==> src/rtl/wave_capture_buffer_pkg.sv <==
// Shared constants and helpers for the wave capture buffer.
// Optional ARMED timeout is enabled by defining WAVE_CAPTURE_TIMEOUT_EN.
package wave_capture_buffer_pkg;

    localparam logic [1:0] ARMED  = 2'd0;
    localparam logic [1:0] ACTIVE = 2'd1;
    localparam logic [1:0] WAIT   = 2'd2;

    localparam int WAVE_WINDOW = 256;

    // Signed sample to unsigned display byte: flip the sign bit, keep the next 7 bits.
    function automatic logic [7:0] sample_to_byte(input logic sign_bit, input logic [6:0] upper_bits);
        return {~sign_bit, upper_bits};
    endfunction

endpackage

==> src/rtl/wave_capture_buffer_if.sv <==
// Sample stream, vsync and renderer read port of the wave capture buffer.
interface wave_capture_buffer_if #(
    parameter int SAMPLE_W = 16,
    parameter int ADDR_W   = 8
);
    // new_sample is a one-cycle strobe qualifying sample; there is no back-pressure,
    // every strobe is consumed in the cycle it is presented.
    logic                new_sample;
    logic [SAMPLE_W-1:0] sample;
    logic                vsync;
    logic [ADDR_W-1:0]   read_addr;
    logic [7:0]          read_data;
    logic                read_index;
    logic                capture_busy;
    logic                swap_pulse;

    modport master (
        output new_sample, sample, vsync, read_addr,
        input  read_data, read_index, capture_busy, swap_pulse
    );

    modport slave (
        input  new_sample, sample, vsync, read_addr,
        output read_data, read_index, capture_busy, swap_pulse
    );
endinterface

==> src/rtl/wave_capture_ram.sv <==
// Two-half capture RAM: one write port, one registered read port, addressed {half, addr}.
module wave_capture_ram #(
    parameter int ADDR_W = 8
) (
    input  logic            clk,
    input  logic            reset,
    input  logic            wr_en,
    input  logic [ADDR_W:0] wr_addr,
    input  logic [7:0]      wr_data,
    input  logic [ADDR_W:0] rd_addr,
    output logic [7:0]      rd_data
);

    logic [7:0] mem [2**(ADDR_W+1)];

    // Contents survive reset; only the output register is cleared.
    always_ff @(posedge clk) begin
        if (wr_en) begin
            mem[wr_addr] <= wr_data;
        end
    end

    always_ff @(posedge clk) begin
        if (reset) begin
            rd_data <= 8'h00;
        end else begin
            rd_data <= mem[rd_addr];
        end
    end

endmodule

==> src/rtl/wave_capture_buffer.sv <==
// Zero-crossing triggered waveform capture into a double-buffered RAM, swapped on vsync.
// Define WAVE_CAPTURE_TIMEOUT_EN to force a trigger after TIMEOUT_SAMPLES samples in ARMED.
module wave_capture_buffer
    import wave_capture_buffer_pkg::*;
#(
    parameter int SAMPLE_W        = 16,
    parameter int ADDR_W          = 8,
    parameter int TIMEOUT_SAMPLES = 4096
) (
    input  logic                        clk,
    input  logic                        reset,
    wave_capture_buffer_if.slave        bus,
    output logic [1:0]                  dbg_state
);

    logic [1:0]        state;
    logic [ADDR_W-1:0] wr_cnt;
    logic              read_index;
    logic              prev_negative;
    logic              vsync_d;
    logic              swap_pulse;
    logic              sample_neg;
    logic              vsync_rise;
    logic              timeout_hit;
    logic              trigger;
    logic              wr_en;
    logic [ADDR_W:0]   wr_addr;
    logic [7:0]        wr_data;

    assign sample_neg = bus.sample[SAMPLE_W-1];
    assign vsync_rise = bus.vsync && !vsync_d;
    assign trigger    = (state == ARMED) && bus.new_sample &&
                        ((prev_negative && !sample_neg) || timeout_hit);

`ifdef WAVE_CAPTURE_TIMEOUT_EN
    localparam int TO_W = $clog2(TIMEOUT_SAMPLES + 1);
    logic [TO_W-1:0] timeout_cnt;

    assign timeout_hit = (timeout_cnt == TO_W'(TIMEOUT_SAMPLES));

    // Held at zero outside ARMED, so every entry into ARMED starts a fresh count.
    always_ff @(posedge clk) begin
        if (reset) begin
            timeout_cnt <= '0;
        end else if (state != ARMED) begin
            timeout_cnt <= '0;
        end else if (bus.new_sample && !trigger) begin
            timeout_cnt <= timeout_cnt + 1'b1;
        end
    end
`else
    logic unused_timeout;
    assign unused_timeout = ^TIMEOUT_SAMPLES;
    assign timeout_hit    = 1'b0;
`endif

    always_ff @(posedge clk) begin
        if (reset) begin
            state         <= ARMED;
            wr_cnt        <= '0;
            read_index    <= 1'b0;
            prev_negative <= 1'b0;
            vsync_d       <= 1'b0;
            swap_pulse    <= 1'b0;
        end else begin
            vsync_d    <= bus.vsync;
            swap_pulse <= 1'b0;
            if (bus.new_sample) begin
                prev_negative <= sample_neg;
            end
            case (state)
                ARMED: begin
                    if (trigger) begin
                        state  <= ACTIVE;
                        wr_cnt <= ADDR_W'(1);
                    end
                end
                ACTIVE: begin
                    // vsync edges here are deliberately not remembered.
                    if (bus.new_sample) begin
                        wr_cnt <= wr_cnt + 1'b1;
                        if (wr_cnt == '1) begin
                            state <= WAIT;
                        end
                    end
                end
                WAIT: begin
                    if (vsync_rise) begin
                        read_index <= ~read_index;
                        swap_pulse <= 1'b1;
                        state      <= ARMED;
                    end
                end
                default: begin
                    state <= ARMED;
                end
            endcase
        end
    end

    // The write half is always the one the renderer is not reading.
    assign wr_en   = trigger || ((state == ACTIVE) && bus.new_sample);
    assign wr_addr = {~read_index, (state == ACTIVE) ? wr_cnt : {ADDR_W{1'b0}}};
    assign wr_data = sample_to_byte(sample_neg, bus.sample[SAMPLE_W-2:SAMPLE_W-8]);

    logic unused_low_bits;
    assign unused_low_bits = ^bus.sample[SAMPLE_W-9:0];

    wave_capture_ram #(
        .ADDR_W (ADDR_W)
    ) u_ram (
        .clk     (clk),
        .reset   (reset),
        .wr_en   (wr_en),
        .wr_addr (wr_addr),
        .wr_data (wr_data),
        .rd_addr ({read_index, bus.read_addr}),
        .rd_data (bus.read_data)
    );

    assign bus.read_index   = read_index;
    assign bus.capture_busy = (state == ACTIVE) || (state == WAIT);
    assign bus.swap_pulse   = swap_pulse;
    assign dbg_state        = state;

endmodule

==> src/flat_wrapper.sv <==
// flat-port wrapper written by rule: the top's interface ports become plain ports
module wave_capture_buffer_flat import wave_capture_buffer_pkg::*;
#(
    parameter int SAMPLE_W        = 16,
    parameter int ADDR_W          = 8,
    parameter int TIMEOUT_SAMPLES = 4096
)
  (clk, reset, dbg_state, bus_new_sample, bus_sample, bus_vsync, bus_read_addr, bus_read_data, bus_read_index, bus_capture_busy, bus_swap_pulse);
  wave_capture_buffer_if #(.SAMPLE_W(SAMPLE_W), .ADDR_W(ADDR_W)) bus_i ();
  input  logic clk;
  input  logic reset;
  output logic [1:0] dbg_state;
  input wire logic [$bits(bus_i.new_sample)-1:0] bus_new_sample;
  input wire logic [$bits(bus_i.sample)-1:0] bus_sample;
  input wire logic [$bits(bus_i.vsync)-1:0] bus_vsync;
  input wire logic [$bits(bus_i.read_addr)-1:0] bus_read_addr;
  output wire logic [$bits(bus_i.read_data)-1:0] bus_read_data;
  output wire logic [$bits(bus_i.read_index)-1:0] bus_read_index;
  output wire logic [$bits(bus_i.capture_busy)-1:0] bus_capture_busy;
  output wire logic [$bits(bus_i.swap_pulse)-1:0] bus_swap_pulse;
  assign bus_i.new_sample = bus_new_sample;
  assign bus_i.sample = bus_sample;
  assign bus_i.vsync = bus_vsync;
  assign bus_i.read_addr = bus_read_addr;
  assign bus_read_data = bus_i.read_data;
  assign bus_read_index = bus_i.read_index;
  assign bus_capture_busy = bus_i.capture_busy;
  assign bus_swap_pulse = bus_i.swap_pulse;
  wave_capture_buffer #(.SAMPLE_W(SAMPLE_W), .ADDR_W(ADDR_W), .TIMEOUT_SAMPLES(TIMEOUT_SAMPLES)) u_core (.clk(clk), .reset(reset), .bus(bus_i), .dbg_state(dbg_state));
endmodule
==> config.mk <==
export PLATFORM = sky130hd
export DESIGN_NAME = wave_capture_buffer_flat
export DESIGN_NICKNAME = d
export VERILOG_FILES = /design/src/rtl/wave_capture_buffer_pkg.sv /design/src/rtl/wave_capture_buffer_if.sv /design/src/rtl/wave_capture_ram.sv /design/src/rtl/wave_capture_buffer.sv /design/src/flat_wrapper.sv
export SDC_FILE = /design/constraint.sdc
export NUM_CORES = 2
export LEC_CHECK = 0
export CORE_MARGIN = 3
export CORE_UTILIZATION = 42
export DETAILED_ROUTE_END_ITERATION = 10
export GPL_ROUTABILITY_DRIVEN = 1
export REMOVE_ABC_BUFFERS = 1
export SLEW_MARGIN = 20
export SYNTH_ARGS = -nofsm -noshare
export SYNTH_HDL_FRONTEND = slang
export SYNTH_SLANG_ARGS = --single-unit
==> constraint.sdc <==
create_clock -name clk -period 8.9 [get_ports clk]
set_clock_uncertainty 0.1 [all_clocks]
set_input_delay 1.78 -clock clk [delete_from_list [all_inputs] [get_ports clk]]
set_output_delay 1.78 -clock clk [all_outputs]
set_load 0.01 [all_outputs]
==> results.yml <==
global_route:
  overflow: 0
  grt_pass1_vias: 78000
  grt_use_total: 0.208
  antenna_found_initial: 16
  grt_max_degree: 202
  grt_pass1_wl_um: 586000
logic_synthesis:
  netlist_area_mm2: 0.161
  synth_area_per_cell_um2: 21.2
  synth_top_cell_by_area: "edfxtp_1"
  yosysMostFrequentCell: "edfxtp_1"
  yosys_warnings: 0
  ys_async_sr_fraction: 0
  synth_flop_cell: "edfxtp_1"
  synth_seq_area_share: 0.766
  synth-edff-count: 4096
  synthAdderAreaFrac: 0.000466
  synth_xor_area_frac: 0.000326
  synth.top_cells.by_count: "edfxtp_1, mux4_2, nor2_1"
  yosys.cell_types.count: 76
  synth_mux_area_frac: 0.157
  yosys.area_share.simple: 0.0273
  synth_compound_area_frac: 0.0276
  synth_cells: 7606
  synth_top_family_by_area: "multiplexers"
  synth_seq_cells: 4118
  synth_top_area_frac: 0.763
  synthTopCellsByArea: "edfxtp_1, mux4_2, mux2i_1"
timing:
  relSlewSlack: 0.167
  worst_pin_slew_ps: 1250
  whs_ps: 451
  setup_viol: 0
  rsz0062_at_grt: "false"
  finalMaxSlewViolations: 0
  hold_viol: 0
  max_freq_mhz: 183
  finalCritPeriodShare: 0.614
  finalCriticalPeriod_ps: 5460
die:
  rows: 226
  die_x_um: 625
  start_util: 0.424
  dieArea_mm2: 0.391
  io_pins: 41
  die_y_um: 625
  core_mm2: 0.380
clock_tree:
  clock_latency_ps: 880
  clkTransAtPathRegs_ps: 60
  cts-resized-gates: 0
  cts_buffers: 402
  cts_max_path_buffers: 4
  cts_tree: "done"
  cts_root_buffer: "clkbuf_16"
  postCtsHoldBufs: 0
  htree_levels: 5
  clkSinkCount: 4118
  cts_setup_buffers: 0
critical_path:
  cp_max_fo: 86
  r2r_slack_ps: 4230
  reg2reg_depth: 7
  cpLargestDelayFamily: "compound AO/OA/AOI/OAI gates"
  rr_startpoint: "u_core.dbg_state[1]"
  crit_cells: 10
  required_ps: 9600
  rr_endpoint: "u_core.u_ram.mem[342][0]"
  crit_buf_inv: 2
  crit_path_end_kind: "flop"
  crit_slowest_cell: "nor3_1"
  cp_slowest_stage_delay_ps: 840
  crit_chain: "buf_16 > buf_12 > mux2i_1 > o221ai_1 > nor3_1 > a2111oi_0 > a41oi_1 > nor3_1 > nand4_1 > o221ai_1"
  arrival_ps: 6160
  critPathKind: "primary input to flop"
  cp-start-kind: "primary input"
hold_path:
  min_from: "u_core.prev_negative"
  hold_class: "flop to flop"
  holdPathStages: 2
  min_to: "u_core.prev_negative"
outcome:
  status: "completed"
route:
  vias: 78200
  ant_nets: 0
  firstDrtPassIters: 6
  wl_um: 411000
  routedWlPerCell_um: 31.4
  routed_via_density: 5.97
  drtIter0Drc: 9681
  drc: 0
power_and_ir_drop:
  p_leak_nw: 55.2
  p_total_mw: 39.7
  power_density_mw_per_mm2: 222
  peakVddDrop_uv: 163
place:
  port_buffers: 32
  hpwl_um: 243000
  routabilityCongestion: 0.839
  place_area_mm2: 0.166
  place_inst: 12400
run:
  max_cap_viol_count: 0
finish:
  fin_area_mm2: 0.179
  fin_cells: 13100
  final_net_count: 7776
  drive_above_1_share: 0.204
  syn2layout_area_growth_pct: 11.1
[per-stage QoR]
stage	setup slack, ps	TNS, ps	util
after floorplan	-585	-149700	-
after global placement	2550	0	0.437
after detailed placement	2500	0	0.437
after CTS	3440	0	0.470
after global routing	3300	0	0.470
final	3440	0	0.470
[routing by layer]
metal	track usage	vias to the layer above	wire length, um	share of wire
met2	0.333	3458	198000	0.48
li1	-	32100	-	-
met5	0	-	13	0.000032
met4	0.0608	2	12800	0.031
met1	0.297	42000	169000	0.41
met3	0.0311	607	31500	0.077
[layout make-up]
| type | count | area, um2 |
|---|---|---|
| fillers | 30900 | 201000 |
| flip-flops and latches | 4118 | 123000 |
| multi-input cells | 3001 | 34500 |
| clock buffers | 508 | 10700 |
| well taps | 5016 | 6280 |
| repair buffers | 208 | 2030 |
| clock inverters | 222 | 1950 |
| inverters | 11 | 56.3 |
| diodes | 5 | 12.5 |
[state kept, by name, indices dropped and copies added (netlist names)]
| register | count |
|---|---|
| u_core.bus.read_index | 1 |
| u_core.bus.swap_pulse | 1 |
| u_core.dbg_state | 2 |
| u_core.prev_negative | 1 |
| u_core.u_ram.mem | 4096 |
| u_core.u_ram.rd_data | 8 |
| u_core.vsync_d | 1 |
| u_core.wr_cnt | 8 |
[worst min-delay path, stage by stage, from the launching register on]
cell and delay (ps):
dfxtp_1 350, mux2i_1 80, nor2_1 90
[report_power, final]
| group | internal, mW | switching, mW | leakage (nW) |
|---|---|---|---|
| combinational | 0.624 | 1.20 | 12.0 |
| sequential | 21.3 | 0.0148 | 37.0 |
| clock | 9.41 | 7.11 | 6.20 |
[worst max-delay path by stage]
stage	start	to	slack [ps]
after floorplan	bus_sample[15]	u_core.u_ram.mem[336][0]	-590
after global placement	bus_read_addr[1]	u_core.u_ram.rd_data[2]	2550
after detailed placement	bus_read_addr[1]	u_core.u_ram.rd_data[2]	2500
after CTS	bus_read_addr[1]	u_core.u_ram.rd_data[2]	3440
after global routing	bus_read_addr[0]	u_core.u_ram.rd_data[2]	3300
final	bus_read_addr[0]	u_core.u_ram.rd_data[2]	3440
[cell families (layout without fill, tap and decap cells)]
logic type / count (synthesis) / in the layout
other: 0 / 5
AND/OR/NAND/NOR: 1051 / 1051
buffers and inverters: 487 / 949
XOR/XNOR: 6 / 6
adder cells (fa/ha/maj): 6 / 6
multiplexers: 1310 / 1310
flip-flops: 4118 / 4118
AO/OA/AOI/OAI: 628 / 628
[layout by cell type, fill, tap and decap left out, drive strengths merged, types with 7 or more instances in the layout]
cell	netlist	layout
mux2i	359	359
nand3	66	66
nand2	174	174
o221ai	113	113
a41oi	10	10
nor4	8	8
mux2	7	7
a221oi	13	13
nor3	67	67
nor2	648	648
a31oi	14	14
a211oi	11	11
a2111oi	9	9
and2	11	11
nand4	13	13
a22o	13	13
a21oi	87	87
mux4	944	944
buf	252	190
o211ai	12	12
a221o	7	7
o22ai	70	70
bufinv	0	32
edfxtp	4096	4096
o22a	10	10
o21ai	121	121
clkdlybuf4s50	0	18
a22oi	99	99
nor2b	24	24
clkbuf	224	508
nand2b	13	13
dfxtp	22	22
inv	9	21
clkinv	2	174
No activity file was read; power rests on OpenSTA's default activity.
